--- src/rtl/encoder_pkg.sv ---
// Shared constants and types for the event encoder and its priority encoder.
package encoder_pkg;

   localparam int unsigned N = 8;
   localparam int unsigned W = 3;

   typedef logic [W-1:0] code_t;

   function automatic logic [N-1:0] code_to_mask(input code_t c);
      logic [N-1:0] m;
      m    = '0;
      m[c] = 1'b1;
      return m;
   endfunction

endpackage

--- src/rtl/prio_enc8_3.sv ---
// Combinational 8-to-3 priority encoder: code of the highest set bit plus an any flag,
// written as plain and/or/not terms.
module prio_enc8_3
   import encoder_pkg::*;
(
   input  logic [N-1:0] i_vec,
   output code_t        o_code,
   output logic         o_any
);

   logic w_hi_any;
   logic w_lo_any;
   logic w_n6;
   logic w_n5;
   logic w_n4;
   logic w_n2;
   logic w_b1_lo;
   logic w_b0_t1;
   logic w_b0_t2;
   logic w_b0_t3;

   assign w_n6 = ~i_vec[6];
   assign w_n5 = ~i_vec[5];
   assign w_n4 = ~i_vec[4];
   assign w_n2 = ~i_vec[2];

   assign w_hi_any = i_vec[7] | i_vec[6] | i_vec[5] | i_vec[4];
   assign w_lo_any = i_vec[3] | i_vec[2] | i_vec[1] | i_vec[0];

   // Lower-priority terms are masked by every higher line that would change the bit.
   assign w_b1_lo = w_n5 & w_n4 & (i_vec[3] | i_vec[2]);
   assign w_b0_t1 = w_n6 & i_vec[5];
   assign w_b0_t2 = w_n6 & w_n4 & i_vec[3];
   assign w_b0_t3 = w_n6 & w_n4 & w_n2 & i_vec[1];

   assign o_code[2] = w_hi_any;
   assign o_code[1] = i_vec[7] | i_vec[6] | w_b1_lo;
   assign o_code[0] = i_vec[7] | w_b0_t1 | w_b0_t2 | w_b0_t3;
   assign o_any     = w_hi_any | w_lo_any;

endmodule

--- src/rtl/event_encoder8_3.sv ---
// Collects request lines into a pending set and streams them out highest index first.
// Define EVENT_ENCODER_EDGE_DETECT_EN for rising-edge capture; default is level capture.
module event_encoder8_3
   import encoder_pkg::*;
(
   input  logic         clk,
   input  logic         rst,
   input  logic [N-1:0] i_req,
   input  logic         i_ready,
   output logic         o_valid,
   output logic [W-1:0] o_code,
   output logic         o_drop
);

   logic [N-1:0] r_pending;
   logic         r_valid;
   code_t        r_code;
   logic         r_drop;

   logic [N-1:0] w_capture;
   logic [N-1:0] w_load_mask;
   code_t        w_sel_code;
   logic         w_sel_any;
   logic         w_can_load;
   logic         w_load;
   logic         w_drop_hit;

`ifdef EVENT_ENCODER_EDGE_DETECT_EN
   logic [N-1:0] r_req_d;

   always_ff @(posedge clk or posedge rst) begin
      if (rst) begin
         r_req_d <= '0;
      end else begin
         r_req_d <= i_req;
      end
   end

   assign w_capture = i_req & ~r_req_d;
`else
   assign w_capture = i_req;
`endif

   prio_enc8_3 u_prio (
      .i_vec  (r_pending),
      .o_code (w_sel_code),
      .o_any  (w_sel_any)
   );

   // Output register accepts a new code when empty or when the current one is taken.
   assign w_can_load  = ~r_valid | i_ready;
   assign w_load      = w_can_load & w_sel_any;
   assign w_load_mask = w_load ? code_to_mask(w_sel_code) : '0;
   assign w_drop_hit  = |(w_capture & r_pending & ~w_load_mask);

   always_ff @(posedge clk or posedge rst) begin
      if (rst) begin
         r_pending <= '0;
         r_valid   <= 1'b0;
         r_code    <= '0;
         r_drop    <= 1'b0;
      end else begin
         r_pending <= (r_pending & ~w_load_mask) | w_capture;
         r_drop    <= w_drop_hit;
         if (w_can_load) begin
            r_valid <= w_sel_any;
         end
         if (w_load) begin
            r_code <= w_sel_code;
         end
      end
   end

   assign o_valid = r_valid;
   assign o_code  = r_code;
   assign o_drop  = r_drop;

endmodule

--- config.mk ---
export PLATFORM = sky130hd
export DESIGN_NAME = event_encoder8_3
export DESIGN_NICKNAME = d
export VERILOG_FILES = /design/src/rtl/encoder_pkg.sv /design/src/rtl/prio_enc8_3.sv /design/src/rtl/event_encoder8_3.sv
export SDC_FILE = /design/constraint.sdc
export NUM_CORES = 1
export LEC_CHECK = 0
export ABC_CLOCK_PERIOD_IN_PS = 1500
export CORE_ASPECT_RATIO = 1.1
export CORE_MARGIN = 4
export CORE_UTILIZATION = 47
export CTS_CLUSTER_DIAMETER = 60
export DETAILED_ROUTE_END_ITERATION = 8
export MAX_ROUTING_LAYER = met4
export PLACE_DENSITY = 0.72
export SYNTH_ARGS = -nofsm -noshare
export SYNTH_HDL_FRONTEND = slang
export SYNTH_SLANG_ARGS = --single-unit
--- constraint.sdc ---
create_clock -name clk -period 1.5 [get_ports clk]
set_input_delay 0.375 -clock clk [delete_from_list [all_inputs] [get_ports clk]]
set_output_delay 0.375 -clock clk [all_outputs]
set_load 0.02 [all_outputs]
After elaboration in Yosys (flattened, before gate mapping)
Cells that the tools add are included.
- register bits: 13
- input bits: 11
- output and inout bits: 5
- logic and storage cells: 41
- magnitude comparators: 2
- multiplexer cells: 3
- bitwise operators: 30
- reduce and logical (&&, ||, !) cells: 2
- operators by type and width (operator ; count):
    8-bit AND ; 3
    1-bit bitwise OR ; 12
    1-bit AND ; 8
    8-bit two-way mux ; 1
    8-bit NOT ; 1
    8-bit bitwise OR ; 1
    8-bit OR reduction ; 1
    1-bit NOT ; 5
    3-bit by 4-bit < comparator with 1-bit output (second input constant) ; 1
    1-bit demux with 3-bit select ; 1
    3-bit by 1-bit greater-or-equal comparator with 1-bit output (second input constant) ; 1
    1-bit logical AND ; 1
    1-bit two-way mux ; 1

Depth between registers and ports, before layout
Gate-level depths: netlist of run 1.
- depth after elaboration: 13
- gate-level depth with buffers: 5
- gate-level depth less buffers: 4

Modules after synthesis
Synthesis of run 1 repeated with hierarchy kept, for this count alone.
- cell total of the unflattened synthesis: 73
- area total of the unflattened synthesis: 689.4 µm²
- by module, submodules not included (module ; times used ; cells an instance ; area each (µm²) ; seq. area each (µm²)):
    event_encoder8_3 ; 1 ; 60 ; 615.6 ; 325.3
    prio_enc8_3 ; 1 ; 13 ; 73.8 ; 0.0

Worst setup path after synthesis of run 1
OpenSTA, ideal clock, no wires.
- kind: reg2reg
- start point: register r_pending[5]
- end point: register r_drop (netlist: o_drop)
- library setup time: 0.133 ns
- data arrival time: 1.210 ns
- data required time: 1.367 ns
- path slack: 0.156 ns
- cell stages (with the launch flop): 6
- path buffers: 1
- period minus slack after synthesis: 1.344 ns
- path through: dfrtp_1 buf_6 nor4_4 nand3_2 o211ai_2 nand4_1
- longest elaborated chain between the ends: 12
- elaborated cells on any way between the ends: 22
- those cells by class: order compare (2); mux (3); bitwise (15); reduce/logical (2)
- RTL lines (item ; RTL line ; RTL):
    start, declared ; event_encoder8_3.sv:15 ; logic [N-1:0] r_pending;
    start signal, assigned ; event_encoder8_3.sv:63 ; r_pending <= (r_pending & ~w_load_mask) | w_capture;
    1-bit AND or 1-bit NOT (tied branches) ; prio_enc8_3.sv:32, prio_enc8_3.sv:23 ;
    1-bit bitwise OR or 1-bit AND (tied branches) (2 in series) ; prio_enc8_3.sv:38, prio_enc8_3.sv:31 ;
    1-bit bitwise OR, on equally long branches ; prio_enc8_3.sv:38, prio_enc8_3.sv:37 ;
    3-bit by 4-bit < comparator with 1-bit output (not written as such) or 3-bit by 1-bit greater-or-equal comparator with 1-bit output (tied branches) ; encoder_pkg.sv:12 ; m[c] = 1'b1;
    1-bit logical AND (not written as such) ; encoder_pkg.sv:12 ;
    1-bit two-way mux (not written as such) ; encoder_pkg.sv:12 ;
    1-bit demux with 3-bit select ; encoder_pkg.sv:12 ;
    8-bit two-way mux ; event_encoder8_3.sv:53 ; assign w_load_mask = w_load ? code_to_mask(w_sel_code) : '0;
    8-bit NOT ; event_encoder8_3.sv:54 ; assign w_drop_hit = |(w_capture & r_pending & ~w_load_mask);
    8-bit AND * ; event_encoder8_3.sv:54 ;
    8-bit OR reduction * ; event_encoder8_3.sv:54 ;
    via w_drop_hit ; event_encoder8_3.sv:26 ; logic w_drop_hit;
    end signal, assigned ; event_encoder8_3.sv:64 ; r_drop <= w_drop_hit;
    end, declared ; event_encoder8_3.sv:18 ; logic r_drop;
Mark *: on every way through the listed nets, which the timed path passes. The rest lies on a longest branch.
A chain may end at the register's enable or synchronous reset.

Final worst setup path of run 1
- start point: register r_pending[5]
- end point: register r_code[0] (netlist: o_code[0])
- longest elaborated chain between the ends: 4
- elaborated cells on any way between the ends: 8
- those cells by class: bitwise (8)
- RTL lines (item ; RTL line ; RTL):
    1-bit AND or 1-bit bitwise OR (tied branches) ; prio_enc8_3.sv:32, prio_enc8_3.sv:27 ;
    1-bit bitwise OR, on equally long branches ; prio_enc8_3.sv:38, prio_enc8_3.sv:27 ;
    1-bit bitwise OR, on equally long branches ; prio_enc8_3.sv:38, prio_enc8_3.sv:39 ;
    1-bit bitwise OR or 1-bit AND (tied branches) ; prio_enc8_3.sv:38, event_encoder8_3.sv:52 ;
    end signal, assigned ; event_encoder8_3.sv:69 ; r_code <= w_sel_code;
    end, declared ; event_encoder8_3.sv:17 ; code_t r_code;
Parallel ways exist; a longest one is shown, timed or not.

==> results.toml, run 1 <==
[grt]
grt_pass1_wl_mm = 2.35
grtUsageTotal_pct = 16.7
grt_remaining_overflow = 0
grt_antenna_before_repair = 0
grt_start_max_net_pins = 14
grt_pass1_vias = 544

[yosys]
synthTopCellsByArea = "dfrtp_1, nand2b_1, o21ai_0, a21o_1, nor4_4"
postSynthAreaPerCell_sq_um = 10.3
yosysTopAreaCell = "dfrtp_1"
syn_nets = 77
synth.most_common_cell = "dfrtp_1"
synth_top_flop_cell = "dfrtp_1"
synthCells = 66
ys_top_cells_by_count = "dfrtp_1, o21ai_0, nand2b_1, nor2_1, a21o_1"
synth_seq_cells = 13
async_flop_share_pct = 100
ys_seq_area_share_pct = 48.0
yosysWarningCount = 0
synth_area_sq_um = 678
synthDistinctLibCells = 29
synth.top_cell.area_share_pct = 48.0
synth-edff-count = 0

[clocking]
clkTransAtPathRegs_ps = 80
clockBufferDepth = 2
post_cts_buffers = 0
cts_root_buf = "clkbuf_4"
cts_buffers = 3
cts-htree-levels = 1
clock-sinks = 13
cts_tree = "built"
worstSkewPairLatency_ps = 280

[hold_path]
hold_path_class = "in2async"

[flow_run]
drv_cap = 0

[cells_and_area]
drive_gt1_share_pct = 18.2
fin_area_sq_um = 891
fin_cells = 104
num_antenna_cells = 0
post-route-util_pct = 65.2
nNetsFinal = 100
area_delta_synth_final_pct = 31.4

[worst_setup_path]
slowest_delay_ps = 430
crit_required_ps = 1700
cp-start-kind = "register"
path_max_fanout = 6
crit_path_end_kind = "register"
cp_cell_sequence = "buf_4 > inv_1 > a221oi_2 > nor2_1 > a21oi_1"
regToRegSetupSlack_ps = 110
slowest_stage = "dfrtp_1"
arrival_ps = 1600
criticalPathCategory = "reg2reg"

[floorplan]
rows = 14
start_util_pct = 49.6
die_area_sq_um = 2120
io_pins = 16
core-area_sq_um = 1370
die_y_um = 47.8
fp.dieW_um = 44.2

[placement]
dp_cells = 100
io_buffers = 15
place_hpwl_mm = 1.13
placed_cell_area_sq_um = 871
gp_congestion = 0.759

[timing]
rsz0062_at_grt = "no"
skew_ps = 4.68
max-slew-margin-rel_pct = 72.2
hold_viol_final = 0
min_period_over_period_pct = 92.9
fmax_mhz = 717
fin_crit_ps = 1390
worst_pin_slew_ps = 417
setup_violations = 0
slew_viol_final = 0
hold_slack_ps = 367

[route]
drtIter0Drc = 5
firstDrtPassIters = 4
final_antenna_net_count = 0
route.detailed.drc = 0
totalWireLength_mm = 1.45
vias_per_cell = 5.33
num_vias = 554
wl_per_cell_um = 14.0

[run_status]
outcome = "finished clean"

[pwr]
worst_ir_drop_vdd_mv = 0.427
powerDensity_nw_per_um2 = 786
power_uw = 700
p_leak_uw = 0.000335
-- sequential cells by signal, summed over array words and instances, names as in the netlist --
signal,flops
o_drop,1
o_valid,1
r_pending,8
o_code,3
-- area by class of cell --
class / instances / area, sq um
multi-input combinational: 48 / 323
inverter: 2 / 7.51
fill: 130 / 475
sequential: 13 / 325
timing repair buffer: 21 / 189
tap: 16 / 20.0
clock buffer: 4 / 26.3
-- through the flow --
stage / setup slack [ps] / setup TNS, ps
2_1_floorplan: 156 / 0
3_3_place_gp: -149 / -409
3_5_place_dp: -182 / -518
4_1_cts: 104 / 0
5_1_grt: 4.57 / 0
6_report: 106 / 0
-- cell usage in the layout (no fill, tap or decap), drive strengths merged, types with 2 or more instances in the layout --
cell type,n
dfrtp,13
clkdlybuf4s50,10
o21ai,8
buf,6
nand2b,5
nor2,5
dlygate4sd2,5
a21o,5
nand3,4
clkbuf,4
nand2,3
a21oi,3
nor3,2
inv,2
nor4,2
-- worst paths after layout --
path,startpoint,end,cells past startpoint
hold reg to reg,o_code[2],o_code[2],2
setup / recovery,r_pending[5],o_code[0],5
hold / removal,rst,r_pending[5],3
max in group asynchronous,rst,o_code[2],3
min in group clk,o_code[2],o_code[2],2
setup reg to reg,r_pending[5],o_code[0],5
-- timing repair --
action,CTS,global route
endpoints found under the setup margin,5,0
resized for setup,5,0
hold buffers,0,0
-- layer usage --
| layer | up-vias | part of all wire (%) | global-route usage [%] |
|---|---|---|---|
| met3 | 5 | 4.7 | 4.51 |
| li1 | 286 | - | - |
| met1 | 250 | 46 | 18.2 |
| met5 | - | 0 | - |
| met2 | 13 | 47 | 27.0 |
| met4 | 0 | 2.5 | 10.8 |
-- power by group --
| group | internal (uW) | total (uW) | switching [uW] |
|---|---|---|---|
| registers | 362 | 376 | 14.3 |
| clock network | 103 | 222 | 118 |
| logic | 54.1 | 102 | 48.3 |
| total | 519 | 700 | 181 |
-- worst max-delay path, delay by kind of cell (launching register included) --
| family | cells | cell delay (ps) |
|---|---|---|
| compound gates | 2 | 580 |
| flops | 1 | 430 |
| buf+inv | 2 | 220 |
| simple gates | 1 | 80 |
-- cells by family (layout without fill, tap and decap cells) --
logic type | after synthesis | in the layout | synth area share (%)
AND/OR/NAND/NOR | 25 | 25 | 23.1
flip-flops | 13 | 13 | 48.0
buffers and inverters | 5 | 27 | 4.43
AO/OA/AOI/OAI | 23 | 23 | 24.5
Note: power is estimated with default switching activity, not from simulation.
==> run 2: changes to the inputs <==
--- a/config.mk
+++ b/config.mk
@@ -5,7 +5,7 @@
 export SDC_FILE = /design/constraint.sdc
 export NUM_CORES = 1
 export LEC_CHECK = 0
-export ABC_CLOCK_PERIOD_IN_PS = 1500
+export ABC_CLOCK_PERIOD_IN_PS = 1520
 export CORE_ASPECT_RATIO = 1.1
 export CORE_MARGIN = 4
 export CORE_UTILIZATION = 47
==> constraint.sdc (replaced) <==
create_clock -name clk -period 1.52 [get_ports clk]
set_input_delay 0.38 -clock clk [delete_from_list [all_inputs] [get_ports clk]]
set_output_delay 0.38 -clock clk [all_outputs]
set_load 0.02 [all_outputs]
==> results.toml, run 2 (same netlist as run 1, synthesis figures left out) <==
[run_status]
outcome = "finished clean"

[clocking]
clockBufferDepth = 2
hold_buffers = 0
cts_tree = "built"
clock-sinks = 13
cts_buffers = 3
cts-htree-levels = 1
worstSkewPairLatency_ps = 290
clkTransAtPathRegs_ps = 80
cts_root_buf = "clkbuf_4"

[grt]
grt_start_max_net_pins = 14
grt_pass1_wl_mm = 2.10
grt_remaining_overflow = 0
grtUsageTotal_pct = 14.9
grt_pass1_vias = 483
grt_antenna_before_repair = 0

[timing]
fin_crit_ps = 1430
fmax_mhz = 700
min_period_over_period_pct = 93.9
hold_viol_final = 0
worst_pin_slew_ps = 449
skew_ps = 5.01
slew_viol_final = 0
setup_violations = 0
rsz0062_at_grt = "no"
max-slew-margin-rel_pct = 69.8

[cells_and_area]
area_delta_synth_final_pct = 29.3
largest_register = "r_pending"
post-route-util_pct = 64.2
largest_reg_flops = 8
num_antenna_cells = 0
seq_area_sq_um = 327
final_cell_mix = "dfrtp_1, clkdlybuf4s50_1, o21ai_0"
fin_area_sq_um = 877
nNetsFinal = 98
multi_input_area_sq_um = 323
fillerInstances = 124
drive_gt1_share_pct = 17.4
layout_commonest_cell = "dfrtp_1"

[pwr]
power_frac_clock_pct = 32.0
switchingPower_uw = 180
swShare_pct = 26.0
p_leak_uw = 0.000325
combPwrFrac_pct = 14.2
powerDensity_nw_per_um2 = 789
intPower_uw = 512
seq_power_share_pct = 53.8
worst_ir_drop_vdd_mv = 0.462

[flow_run]
drv_cap = 0

[floorplan]
die_y_um = 47.8
core-area_sq_um = 1370
io_pins = 16
rows = 14
start_util_pct = 49.6
fp.dieW_um = 44.2
die_area_sq_um = 2120

[route]
num_vias = 563
drtIter0Drc = 5
final_antenna_net_count = 0
vias_per_cell = 5.52
firstDrtPassIters = 4
wl_per_cell_um = 13.9
totalWireLength_mm = 1.41
route.detailed.drc = 0

[placement]
gp_congestion = 0.761
io_buffers = 15
place_hpwl_mm = 1.07
placed_cell_area_sq_um = 856

[worst_setup_path]
arrival_ps = 1590
crit_path_end_kind = "register"
criticalPathCategory = "reg2reg"
crit_required_ps = 1680
path_max_fanout = 5
cp-start-kind = "register"

[hold_path]
hold_path_class = "in2async"
## run 2: cell types whose count changed in the layout (fill, tap and decap cells not counted)
cell | previous run | this run
dfrtp_1 | 13 | 12
buf_4 | 6 | 4
dfrtp_2 | 0 | 1
## run 2: layout make-up
type | instances | share of cell area (%)
timing repair buffer | 19 | 19.8
inverter | 2 | 0.856
clock buffer | 4 | 3.00
tap | 16 | 2.28
multi-input combinational | 48 | 36.8
sequential | 13 | 37.2
## run 2: per-layer routing
| metal | GRT usage (%) | part of all wire (%) |
|---|---|---|
| met1 | 17.8 | 46 |
| met2 | 21.2 | 46 |
| met3 | 3.38 | 5.4 |
| met4 | 12.7 | 2.8 |
| met5 | - | 0 |
## run 2: power groups by stage
stage | Combinational, uW | Sequential, uW | Clock [uW]
after floorplan | 48.0 | 380 | 0
after global routing | 108 | 374 | 235
final | 98.3 | 372 | 221
after CTS | 99.6 | 372 | 222
after detailed placement | 104 | 379 | 0
after global placement | 104 | 378 | 0
## run 2: worst paths after layout
kind | depth (start not counted) | from | endpoint | slack (ps)
setup / recovery | 5 | r_pending[5] | o_drop | 90
hold / removal | 3 | rst | o_code[0] | 370
setup reg to reg | 5 | r_pending[5] | o_drop | 90
hold reg to reg | 2 | o_code[2] | o_code[2] | 510
max in group asynchronous | 3 | rst | r_pending[4] | 970
min in group clk | 2 | o_code[2] | o_code[2] | 510
## run 2: timing repair
action,in CTS,in global routing
endpoints found under the setup margin,5,1
gates resized for setup,5,1
setup buffers,0,0
## run 2: critical path, stage by stage, from the launching register on
cell	delay, ps
dfrtp_1	460
buf_4	180
nor3_1	210
nand3_1	120
a32oi_1	220
nand4_1	110
## run 2: stage by stage
step	TNS, ps	hold WS, ps	setup WS, ps	power, uW	instances
global placement	-317	496	-133	482	98
floorplan	0	257	176	428	66
detailed placement	-358	506	-174	483	98
CTS	0	381	94.2	693	102
finish	0	368	92.4	692	102
global route	0	388	2.28	717	102
